--- config.mk ---
export PLATFORM = sky130hd
export DESIGN_NAME = knn_mem_arbiter
export DESIGN_NICKNAME = d
export VERILOG_FILES = /design/src/rtl/knn_mem_arbiter_pkg.sv /design/src/rtl/knn_mem_arbiter_rd_tag_pipe.sv /design/src/rtl/knn_mem_arbiter.sv
export SDC_FILE = /design/constraint.sdc
export NUM_CORES = 1
export LEC_CHECK = 0
export ABC_CLOCK_PERIOD_IN_PS = 1800
export CAP_MARGIN = 25
export CORE_UTILIZATION = 35
export DETAILED_ROUTE_END_ITERATION = 8
export MAX_ROUTING_LAYER = met4
export PLACE_DENSITY = 0.89
export SYNTH_ARGS = -nofsm -noshare
export SYNTH_HDL_FRONTEND = slang
export SYNTH_SLANG_ARGS = --single-unit
--- constraint.sdc ---
create_clock -name clk -period 1.8 [get_ports clk]
set_input_delay 0.36 -clock clk [delete_from_list [all_inputs] [get_ports clk]]
set_output_delay 0.36 -clock clk [all_outputs]
set_load 0.01 [all_outputs]
--- src/rtl/knn_mem_arbiter_pkg.sv ---
// Shared definitions for the KNN memory arbiter: requester ids, lock FSM
// encoding and small id-decoding helpers.
package knn_mem_arbiter_pkg;

    localparam logic REQ_KNN  = 1'b0;
    localparam logic REQ_HOST = 1'b1;

    localparam logic [1:0] ST_FREE = 2'd0;
    localparam logic [1:0] ST_OWN0 = 2'd1;
    localparam logic [1:0] ST_OWN1 = 2'd2;

    function automatic logic [1:0] id_onehot(input logic id);
        return (id == REQ_HOST) ? 2'b10 : 2'b01;
    endfunction

    function automatic logic [1:0] own_state(input logic id);
        return (id == REQ_HOST) ? ST_OWN1 : ST_OWN0;
    endfunction

endpackage

--- src/rtl/knn_mem_arbiter_rd_tag_pipe.sv ---
// Latency-matched {valid, id} shift register. A tag pushed alongside an
// issued read emerges DEPTH cycles later, aligned with the memory data.
module knn_rd_tag_pipe #(
    parameter int DEPTH = 3
) (
    input  logic clk,
    input  logic rst,
    input  logic push_vld,
    input  logic push_id,
    output logic pop_vld,
    output logic pop_id
);

    logic [DEPTH-1:0] vld_q, vld_d;
    logic [DEPTH-1:0] id_q, id_d;

    // Shift one stage per cycle, new tag enters at bit 0.
    always_comb begin
        vld_d = {vld_q[DEPTH-2:0], push_vld};
        id_d  = {id_q[DEPTH-2:0], push_id};
    end

    // Valid bits are cleared on reset so in-flight reads are discarded.
    always_ff @(posedge clk) begin
        if (rst) begin
            vld_q <= '0;
        end else begin
            vld_q <= vld_d;
        end
    end

    // Id bits are only meaningful under their valid bit.
    always_ff @(posedge clk) begin
        id_q <= id_d;
    end

    assign pop_vld = vld_q[DEPTH-1];
    assign pop_id  = id_q[DEPTH-1];

endmodule

--- src/rtl/knn_mem_arbiter.sv ---
// Shares one fixed-latency memory port between the KNN controller
// (requester 0) and the host load/unload engine (requester 1). Round-robin
// arbitration with per-requester lock; read data is routed back by tag.
module knn_mem_arbiter
    import knn_mem_arbiter_pkg::*;
#(
    parameter int W      = 32,
    parameter int ADDR_W = 16,
    parameter int RD_LAT = 2
) (
    input  logic              clk,
    input  logic              rst,
    input  logic [1:0]        req_rd,
    input  logic [1:0]        req_wr,
    input  logic [1:0]        req_lock,
    input  logic [ADDR_W-1:0] req_addr0,
    input  logic [ADDR_W-1:0] req_addr1,
    input  logic [W-1:0]      req_wdata0,
    input  logic [W-1:0]      req_wdata1,
    output logic [1:0]        gnt,
    output logic [1:0]        rvalid,
    output logic [W-1:0]      rdata,
    output logic              mem_read,
    output logic              mem_write,
    output logic [ADDR_W-1:0] mem_addr,
    output logic [W-1:0]      mem_wdata,
    input  logic [W-1:0]      mem_rdata,
    output logic              err_rw
);

    logic [1:0]        gnt_q, gnt_d;
    logic [1:0]        rvalid_q, rvalid_d;
    logic [W-1:0]      rdata_q, rdata_d;
    logic              mem_read_q, mem_read_d;
    logic              mem_write_q, mem_write_d;
    logic [ADDR_W-1:0] mem_addr_q, mem_addr_d;
    logic [W-1:0]      mem_wdata_q, mem_wdata_d;
    logic              err_rw_q, err_rw_d;
    logic              rr_q, rr_d;
    logic [1:0]        lock_q, lock_d;

    logic [1:0] elig;
    logic       rr_other;
    logic       sel_vld;
    logic       sel_id;
    logic       sel_rd;
    logic       sel_wr;
    logic       tag_vld;
    logic       tag_id;

    assign rr_other = ~rr_q;

    // Pick at most one requester; the grant-cycle mask prevents re-issuing a
    // request that is still held while its grant is visible.
    always_comb begin
        elig    = (req_rd | req_wr) & ~gnt_q;
        sel_vld = 1'b0;
        sel_id  = REQ_KNN;
        case (lock_q)
            ST_OWN0: begin
                sel_vld = elig[REQ_KNN];
                sel_id  = REQ_KNN;
            end
            ST_OWN1: begin
                sel_vld = elig[REQ_HOST];
                sel_id  = REQ_HOST;
            end
            default: begin
                if (elig[rr_q]) begin
                    sel_vld = 1'b1;
                    sel_id  = rr_q;
                end else if (elig[rr_other]) begin
                    sel_vld = 1'b1;
                    sel_id  = rr_other;
                end
            end
        endcase
        // A simultaneous rd+wr is treated as a write; the read is dropped.
        sel_wr = req_wr[sel_id];
        sel_rd = req_rd[sel_id] & ~sel_wr;
    end

    // Next values for the memory-side strobes, pointer, lock FSM and error.
    always_comb begin
        gnt_d       = sel_vld ? id_onehot(sel_id) : 2'b00;
        mem_read_d  = sel_vld & sel_rd;
        mem_write_d = sel_vld & sel_wr;
        mem_addr_d  = mem_addr_q;
        mem_wdata_d = mem_wdata_q;
        if (sel_vld) begin
            mem_addr_d = (sel_id == REQ_HOST) ? req_addr1 : req_addr0;
        end
        if (sel_vld && sel_wr) begin
            mem_wdata_d = (sel_id == REQ_HOST) ? req_wdata1 : req_wdata0;
        end
        rr_d     = sel_vld ? ~sel_id : rr_q;
        err_rw_d = err_rw_q | (|(req_rd & req_wr));

        lock_d = lock_q;
        case (lock_q)
            ST_OWN0: if (!req_lock[REQ_KNN])  lock_d = ST_FREE;
            ST_OWN1: if (!req_lock[REQ_HOST]) lock_d = ST_FREE;
            default: begin
                lock_d = ST_FREE;
                if (sel_vld && req_lock[sel_id]) lock_d = own_state(sel_id);
            end
        endcase
    end

    knn_rd_tag_pipe #(
        .DEPTH(RD_LAT + 1)
    ) u_tag_pipe (
        .clk     (clk),
        .rst     (rst),
        .push_vld(sel_vld & sel_rd),
        .push_id (sel_id),
        .pop_vld (tag_vld),
        .pop_id  (tag_id)
    );

    // Returned data is captured when the matching tag leaves the pipe.
    always_comb begin
        rvalid_d = tag_vld ? id_onehot(tag_id) : 2'b00;
        rdata_d  = tag_vld ? mem_rdata : rdata_q;
    end

    // All architectural state, cleared by synchronous reset.
    always_ff @(posedge clk) begin
        if (rst) begin
            gnt_q       <= 2'b00;
            rvalid_q    <= 2'b00;
            rdata_q     <= '0;
            mem_read_q  <= 1'b0;
            mem_write_q <= 1'b0;
            mem_addr_q  <= '0;
            mem_wdata_q <= '0;
            err_rw_q    <= 1'b0;
            rr_q        <= REQ_KNN;
            lock_q      <= ST_FREE;
        end else begin
            gnt_q       <= gnt_d;
            rvalid_q    <= rvalid_d;
            rdata_q     <= rdata_d;
            mem_read_q  <= mem_read_d;
            mem_write_q <= mem_write_d;
            mem_addr_q  <= mem_addr_d;
            mem_wdata_q <= mem_wdata_d;
            err_rw_q    <= err_rw_d;
            rr_q        <= rr_d;
            lock_q      <= lock_d;
        end
    end

    assign gnt       = gnt_q;
    assign rvalid    = rvalid_q;
    assign rdata     = rdata_q;
    assign mem_read  = mem_read_q;
    assign mem_write = mem_write_q;
    assign mem_addr  = mem_addr_q;
    assign mem_wdata = mem_wdata_q;
    assign err_rw    = err_rw_q;

endmodule

Word level (Yosys, flattened, before mapping)
Index checks and enable logic that the tools add are counted.

Output and inout bits: 87. Register bits: 96.

Equality and inequality tests: 4. Bitwise logic cells: 13. Magnitude comparators: 3. Reduce and logical (&&, ||, !) cells: 6. Muxes and demuxes: 24.

Operators with widths (number): two-way mux 32 bit (1); two-way mux 16 bit (1); two-way mux 1 bit (14); two-way mux 2 bit (5); < comparator 1 x 2 -> 1 bit (second input constant) (3); OR reduction 2 bit (3); NOT 1 bit (5); AND 2 bit (2); != test 2 bit (second input constant) (2); one-hot mux 1 bit (2 select lines) (2); one-hot mux 2 bit (2 select lines) (1); AND 1 bit (3); equality test 2 x 1 -> 1 bit (second input constant) (1); equality test 2 bit (second input constant) (1); logical AND 1 bit (2); NOT 2 bit (1); OR 2 bit (1); AND reduction 2 bit (1); OR 1 bit (1).

Depth between registers and ports, before layout
Gate-level depths: netlist (run 1).

Word-level depth: 12. Depth in mapped cells: 9.

Hierarchy
Synthesis (run 1) repeated with hierarchy kept, for this count alone.

Cells, all modules: 365. Area total of the unflattened synthesis: 4026.4 µm².

Modules (own cells, without submodules): knn_mem_arbiter (instances 1, seq. area each 1801.7 µm², area an instance 3887.5 µm², cells an instance 356); knn_rd_tag_pipe (instances 1, seq. area each 120.1 µm², area an instance 138.9 µm², cells an instance 9).

Least setup slack after synthesis (run 1)
Ideal clock, no wire load.

Path kind: reg-to-reg. Start point: register lock_q[0]. End point: register mem_wdata_q[10] (netlist: mem_wdata[10]). Arrival: 1.846 ns. Path buffers: 2. Setup slack: -0.127 ns. Setup time: 0.081 ns. Stages on the path, launching flop included: 10. Period minus slack after synthesis: 1.927 ns. Cells stage by stage: dfxtp_1 > inv_1 > ha_1 > nand2b_1 > nand2b_1 > mux2_4 > and2_1 > buf_6 > buf_6 > a211oi_2.

Word-level cells in the longest chain between the ends: 5.

Ends and longest elaborated chain: start: declaration (RTL line knn_mem_arbiter.sv:40) `logic [1:0] lock_q, lock_d;`; start signal: assignment (RTL line knn_mem_arbiter.sv:150) `lock_q <= lock_d;`; equality test 2 bit or equality test 2 x 1 -> 1 bit (tied branches) (RTL line knn_mem_arbiter.sv:59) `case (lock_q)`; one-hot mux 1 bit (2 select lines) (RTL line knn_mem_arbiter.sv:59); two-way mux 1 bit (implied by the code) (2 in series) (RTL line knn_mem_arbiter.sv:79) `sel_wr = req_wr[sel_id];`; logical AND 1 bit (RTL line knn_mem_arbiter.sv:93) `if (sel_vld && sel_wr) begin`; end signal: assignment (RTL line knn_mem_arbiter.sv:147) `mem_wdata_q <= mem_wdata_d;`; end: declaration (RTL line knn_mem_arbiter.sv:37) `logic [W-1:0] mem_wdata_q, mem_wdata_d;`.

Parallel ways exist; a longest one is shown, timed or not. The select of a mux whose other input is x is not followed. A chain may end at the register's enable or synchronous reset.

Worst setup path after layout (run 1)
Start point: input req_wr[1]. End point: register mem_addr_q[12] (netlist: mem_addr[12]).

Word-level cells in the longest chain between the ends: 8.

Ends and longest elaborated chain: start: declaration (RTL line knn_mem_arbiter.sv:14) `input logic [1:0] req_wr,`; OR 2 bit * (RTL line knn_mem_arbiter.sv:56) `elig = (req_rd | req_wr) & ~gnt_q;`; AND 2 bit * (RTL line knn_mem_arbiter.sv:56); two-way mux 1 bit (implied by the code) (2 in series) (RTL line knn_mem_arbiter.sv:72) `end else if (elig[rr_other]) begin`; two-way mux 1 bit (RTL line knn_mem_arbiter.sv:72); two-way mux 1 bit (RTL line knn_mem_arbiter.sv:69) `if (elig[rr_q]) begin`; one-hot mux 1 bit (2 select lines) (RTL line knn_mem_arbiter.sv:59); two-way mux 16 bit (RTL line knn_mem_arbiter.sv:91) `mem_addr_d = (sel_id == REQ_HOST) ? req_addr1 : req_addr0;`; end signal: assignment (RTL line knn_mem_arbiter.sv:146) `mem_addr_q <= mem_addr_d;`; end: declaration (RTL line knn_mem_arbiter.sv:36) `logic [ADDR_W-1:0] mem_addr_q, mem_addr_d;`.

Every way passes the cells marked *; elsewhere a longest branch is shown, timed or not. The select of a mux whose other input is x is not followed.

==> impl_metrics.json, run 1 <==
{
  "hold_start": "u_tag_pipe.id_q[0]",
  "io_buffers": 222,
  "drive_above_1_share_pct": 16.8,
  "grt_pass1_wl_mm": 18.2,
  "rsz0062_at_grt": "yes",
  "fp.dieW_um": 109,
  "final.period_utilization_pct": 96.3,
  "syn-cell-area_mm2": 0.00399,
  "cts_tree": "yes",
  "synth_edf_count": 0,
  "die_h_um": 109,
  "gp_congestion": 0.778,
  "wl_per_cell_um": 16.3,
  "grt_max_degree": 55,
  "seq_area_frac_synth_pct": 47.6,
  "wirelength_mm": 12.0,
  "antennaDiodeCount": 0,
  "ys_seq_elements": 95,
  "async_flop_share_pct": 0,
  "cp.required_ns": 2.07,
  "syn-num-nets": 500,
  "clock_path_buffers": 2,
  "detail-route-antenna-nets": 0,
  "synth_ff_type": "dfxtp_1",
  "cts_buffers": 9,
  "cts_root_buf": "clkbuf_16",
  "antenna_found_initial": 0,
  "clock_skew_ns": 0.00725,
  "hold_buffers": 0,
  "die_area_mm2": 0.0118,
  "drt_iter0_drc": 120,
  "syn2layout_area_growth_pct": 76.6,
  "drv_slew": 0,
  "post-route-drc-count": 0,
  "num-nets-final": 734,
  "num_rows": 38,
  "syn_area_per_cell_um2": 11.0,
  "clk_pin_slew_ns": 0.06,
  "synth.top_cell.area_share_pct": 47.6,
  "start_util_pct": 36.3,
  "netlist_instances": 362,
  "timing_worst_setup_path_type": "in -> reg",
  "cp_max_fo": 8,
  "min_path_type": "reg -> reg",
  "yosysMostFrequentCell": "dfxtp_1",
  "clk_latency_ns": 0.34,
  "status": "complete, no violations",
  "finalPower_mw": 9.75,
  "synth_common_cells": "95 x dfxtp_1, 81 x mux2i_1, 38 x nor2_1",
  "min_period_ns": 1.73,
  "synth-warning-count": 0,
  "firstDrtPassIters": 6,
  "startpoint_type": "input port",
  "ys_types": 33,
  "io_pins": 223,
  "worst_pin_slew_ns": 0.329,
  "p_leak_nw": 2.59,
  "relSlewSlack_pct": 78.1,
  "gr-usage-all-layers_pct": 20.7,
  "peakVddDrop_mv": 1.09,
  "first_global_vias": 3754,
  "gr-total-overflow": 0,
  "powerDensity_mw_per_mm2": 1380,
  "final.setup.tns_ns": 0,
  "coreArea_mm2": 0.0110,
  "cts-htree-levels": 3,
  "maxCapViolations": 0,
  "post-dp-hpwl_mm": 8.94,
  "critPathLaunch": "req_wr[1]",
  "synthTopCellsByArea": "dfxtp_1 48%, mux2i_1 20%, a211oi_2 9.4%",
  "vias": 3671,
  "vias_per_cell": 4.95,
  "yosys.area.top_type": "dfxtp_1",
  "finalSetupViolCount": 0,
  "endpoint_kind": "flip-flop",
  "cts_sinks": 95,
  "max_freq_mhz": 577,
  "reg2reg_from": "gnt[1]",
  "hold_viol": 0,
  "critPathArrivalTime_ns": 2.00
}
## cells by family after synthesis
kind of cell / after synthesis / synth area share, %
AO/OA/AOI/OAI: 95 / 20.7
adder cells (fa/ha/maj): 2 / 0.627
buffers and inverters: 34 / 4.20
flip-flops: 95 / 47.6
multiplexers: 82 / 20.7
AND/OR/NAND/NOR: 54 / 6.18
## repair_timing
item | in CTS | in global routing
gates cloned | 3 | 0
endpoints found under the hold margin | 0 | 0
setup endpoints to repair | 30 | 44
gates resized for setup | 19 | 6
setup buffers | 2 | 0
pin swaps | 3 | 2
## critical path: stages
cell	delay, ns
dlygate4sd2_1	0.25
o21ba_4	0.23
buf_4	0.14
nand2b_1	0.13
a221o_1	0.35
nor2_4	0.14
bufbuf_16	0.28
o2bb2ai_1	0.12
## state kept, by name (all words and copies together) (netlist names)
signal / cells
mem_write: 1
u_tag_pipe.vld_q: 3
err_rw: 1
rdata: 32
rr_q: 1
mem_wdata: 32
gnt: 2
lock_q: 2
rvalid: 2
u_tag_pipe.id_q: 3
mem_addr: 16
## per-layer routing
metal | vias up | GRT usage (%) | part of all wire [%]
li1 | 1783 | - | -
met1 | 1730 | 21.9 | 39
met2 | 142 | 38.1 | 53
met3 | 16 | 3.65 | 6.4
met4 | 0 | 8.20 | 1.4
met5 | - | - | 0
## final cells by class
cell class,count,area [um2]
Tap cell,140,175
Clock inverter,5,56.3
Fill cell,872,3930
Clock buffer,11,253
Multi-Input combinational cell,233,2000
Inverter,4,15.0
Timing Repair Buffer,253,2650
Sequential cell,95,1910
## report_power, final
| group | total (mW) | internal, mW | switching, mW |
|---|---|---|---|
| combinational | 4.86 | 2.72 | 2.14 |
| sequential | 2.95 | 2.64 | 0.306 |
| clock | 1.94 | 1.15 | 0.789 |
## layout by cell type (no fill, tap or decap), drive strengths merged, types with 5 or more instances in the layout
cell	n
a21oi	36
nor2	39
o2bb2ai	17
a211oi	33
clkbuf	11
mux2i	81
dfxtp	95
buf	30
clkdlybuf4s50	217
nand2b	5
## path summary, 6_finish.rpt
path / to / slack [ns] / depth (start not counted)
worst max-delay path: mem_addr[12] / 0.07 / 8
worst min-delay path: u_tag_pipe.id_q[1] / 0.33 / 0
worst max register to register: mem_addr[12] / 0.07 / 7
worst min register to register: u_tag_pipe.id_q[1] / 0.33 / 0
## metrics by stage
stage	hold WS [ns]	cells	area [um2]	setup WS, ns	utilization, %
after floorplan	0.310	362	4010	0.00408	-
after global routing	0.343	741	7050	-0.00954	64.2
final	0.329	741	7050	0.0670	64.2
after global placement	0.311	720	6570	-0.353	59.8
after detailed placement	0.316	720	6570	-0.429	59.8
after CTS	0.331	741	7030	0.0182	64.0
Note: power is estimated with default switching activity, not from simulation.
==> inputs of run 2 (changes only) <==
--- a/config.mk
+++ b/config.mk
@@ -6,11 +6,12 @@
 export NUM_CORES = 1
 export LEC_CHECK = 0
 export ABC_CLOCK_PERIOD_IN_PS = 1800
-export CAP_MARGIN = 25
+export CAP_MARGIN = 20
 export CORE_UTILIZATION = 35
 export DETAILED_ROUTE_END_ITERATION = 8
 export MAX_ROUTING_LAYER = met4
 export PLACE_DENSITY = 0.89
 export SYNTH_ARGS = -nofsm -noshare
 export SYNTH_HDL_FRONTEND = slang
+export SYNTH_HIERARCHICAL = 1
 export SYNTH_SLANG_ARGS = --single-unit
==> impl_metrics.json, run 2 <==
{
  "status": "complete, no violations",
  "layout_setup_ws_ns": 0.0405,
  "layout_common_cells": "217 x clkdlybuf4s50_1, 93 x dfxtp_1, 80 x mux2i_1, 37 x nor2_1, 32 x a211oi_2",
  "grt_pass1_wl_mm": 17.7,
  "final_util_pct": 64.4,
  "hold_viol": 0,
  "crit_buf_inv": 2,
  "coreArea_mm2": 0.0110,
  "synth-warning-count": 6,
  "cts_buffers": 9,
  "pre_cts_slack_ns": -0.460,
  "relSlewSlack_pct": 73.4,
  "clock_skew_ns": 0.00818,
  "yosys.area.top_type": "dfxtp_1",
  "startpoint_type": "flip-flop",
  "gp_congestion": 0.754,
  "async_flop_share_pct": 0,
  "synth_ff_type": "dfxtp_1",
  "finalPower_mw": 9.84,
  "worst_pin_slew_ns": 0.398,
  "detail-route-antenna-nets": 0,
  "io_pins": 223,
  "post-dp-hpwl_mm": 8.53,
  "drt_iter0_drc": 102,
  "finalSetupViolCount": 0,
  "start_util_pct": 36.5,
  "post-route-drc-count": 0,
  "wl_per_cell_um": 15.9,
  "cts_root_buf": "clkbuf_16",
  "die_area_mm2": 0.0119,
  "final_common_cell": "clkdlybuf4s50_1",
  "ys_seq_elements": 96,
  "clk_latency_ns": 0.34,
  "post_dp_cell_area_mm2": 0.00655,
  "min_period_ns": 1.76,
  "drive_above_1_share_pct": 17.1,
  "final.period_utilization_pct": 97.8,
  "antennaDiodeCount": 0,
  "synth_edf_count": 0,
  "syn-cell-area_mm2": 0.00403,
  "max_freq_mhz": 568,
  "crit_slowest_cell": "dfxtp_2",
  "vias_per_cell": 4.97,
  "cts_tree": "yes",
  "rsz0062_at_grt": "yes",
  "syn-num-nets": 503,
  "cp_max_fo": 16,
  "yosysMostFrequentCell": "dfxtp_1",
  "crit_family": "simple AND/OR/NAND/NOR gates",
  "cts_sinks": 96,
  "powerDensity_mw_per_mm2": 1390,
  "design_area_mm2": 0.00711,
  "clk_pin_slew_ns": 0.07,
  "synth.top_cell.area_share_pct": 47.7,
  "crit_chain": "inv_2 -> ha_4 -> nand2b_4 -> nand2b_1 -> mux2_4 -> and2_4 -> buf_12 -> a211oi_2",
  "wirelength_mm": 11.8,
  "gr-total-overflow": 0,
  "ys_types": 35,
  "peakVddDrop_mv": 0.813,
  "grt_max_degree": 38,
  "seq_area_frac_synth_pct": 47.7,
  "io_buffers": 222,
  "cp.required_ns": 2.05,
  "netlist_instances": 365,
  "firstDrtPassIters": 4,
  "die_h_um": 109,
  "num_rows": 38,
  "clock_path_buffers": 2,
  "syn_area_per_cell_um2": 11.0,
  "synthTopCellsByArea": "dfxtp_1 48%, mux2i_1 20%, a211oi_2 9.3%",
  "whs_ns": 0.328,
  "drv_slew": 0,
  "endpoint_kind": "flip-flop",
  "antenna_found_initial": 0,
  "syn2layout_area_growth_pct": 76.5,
  "first_global_vias": 3740,
  "gr-usage-all-layers_pct": 19.8,
  "critPathArrivalTime_ns": 2.01,
  "p_leak_nw": 2.62,
  "fillers": 873,
  "timing_worst_setup_path_type": "reg -> reg",
  "fp.dieW_um": 109,
  "synth_common_cells": "96 x dfxtp_1, 81 x mux2i_1, 38 x nor2_1",
  "cts-htree-levels": 3,
  "vias": 3695,
  "min_path_type": "reg -> reg",
  "num-nets-final": 736,
  "maxCapViolations": 0,
  "critical-path-max-stage-delay_ns": 0.34
}
run 2: cell types whose count changed after synthesis, sizes merged:
cell	delta
nor2b	+1
buf	+2
a21boi	+1
clkbuf	-2
dfxtp	+1
run 2: per-stage QoR:
step	TNS, ns	instances
final	0	743
after global routing	-0.0833	743
after CTS	-0.0845	740
after detailed placement	-21.07	720
after global placement	-17.79	720
after floorplan	0	365
run 2: cell families (layout without fill, tap and decap cells):
| kind of cell | count (synthesis) | in the layout | synth area share, % |
|---|---|---|---|
| buffers and inverters | 34 | 272 | 4.19 |
| adder cells (fa/ha/maj) | 2 | 2 | 0.621 |
| flip-flops | 96 | 96 | 47.7 |
| AO/OA/AOI/OAI | 96 | 96 | 20.7 |
| AND/OR/NAND/NOR | 55 | 55 | 6.28 |
| multiplexers | 82 | 82 | 20.5 |
run 2: per-layer routing:
layer	GRT usage (%)	part of all wire (%)
met1	21.2	39
met2	35.9	53
met3	4.24	6.8
met4	6.95	1.3
met5	-	0
run 2: layout make-up:
cell class | instances | area, um2 | area share (%)
repair buffers | 252 | 2630 | 36.9
multi-input cells | 235 | 2040 | 28.7
flip-flops and latches | 96 | 1930 | 27.1
clock buffers | 11 | 243 | 3.41
well taps | 140 | 175 | 2.46
clock inverters | 5 | 86.3 | 1.21
inverters | 4 | 15.0 | 0.211
run 2: repair_timing:
| item | CTS | global route |
|---|---|---|
| pin swaps | 2 | 0 |
| resized for setup | 15 | 14 |
| setup endpoints to repair | 52 | 54 |
| cloned | 3 | 1 |
| setup buffers | 1 | 2 |
| hold buffers | 0 | 0 |
run 2: final timing paths:
check	endpoint	start	cells past startpoint	slack, ns
worst max-delay path	mem_wdata[22]	lock_q[0]	8	0.04
worst min-delay path	u_tag_pipe/id_q[1]	u_tag_pipe/id_q[0]	0	0.33
worst max register to register	mem_wdata[22]	lock_q[0]	8	0.04
worst min register to register	u_tag_pipe/id_q[1]	u_tag_pipe/id_q[0]	0	0.33
run 2: power by group:
group,switching [mW],internal [mW]
Sequential,0.291,2.67
Combinational,2.16,2.66
Clock,0.801,1.27
Total,3.25,6.60
run 2: worst register-to-register path: stages (launching register included):
cell and delay [ns]:
dfxtp_2 0.34, inv_2 0.04, ha_4 0.29, nand2b_4 0.13
nand2b_1 0.05, mux2_4 0.27, and2_4 0.19, buf_12 0.17
a211oi_2 0.20
==> inputs of run 3 (changes only) <==
--- a/config.mk
+++ b/config.mk
@@ -9,6 +9,7 @@
 export CAP_MARGIN = 20
 export CORE_UTILIZATION = 35
 export DETAILED_ROUTE_END_ITERATION = 8
+export HOLD_SLACK_MARGIN = 0.1
 export MAX_ROUTING_LAYER = met4
 export PLACE_DENSITY = 0.89
 export SYNTH_ARGS = -nofsm -noshare
==> results of run 3 <==
The final DEF is identical to that of run 2; final timing and power are the same.
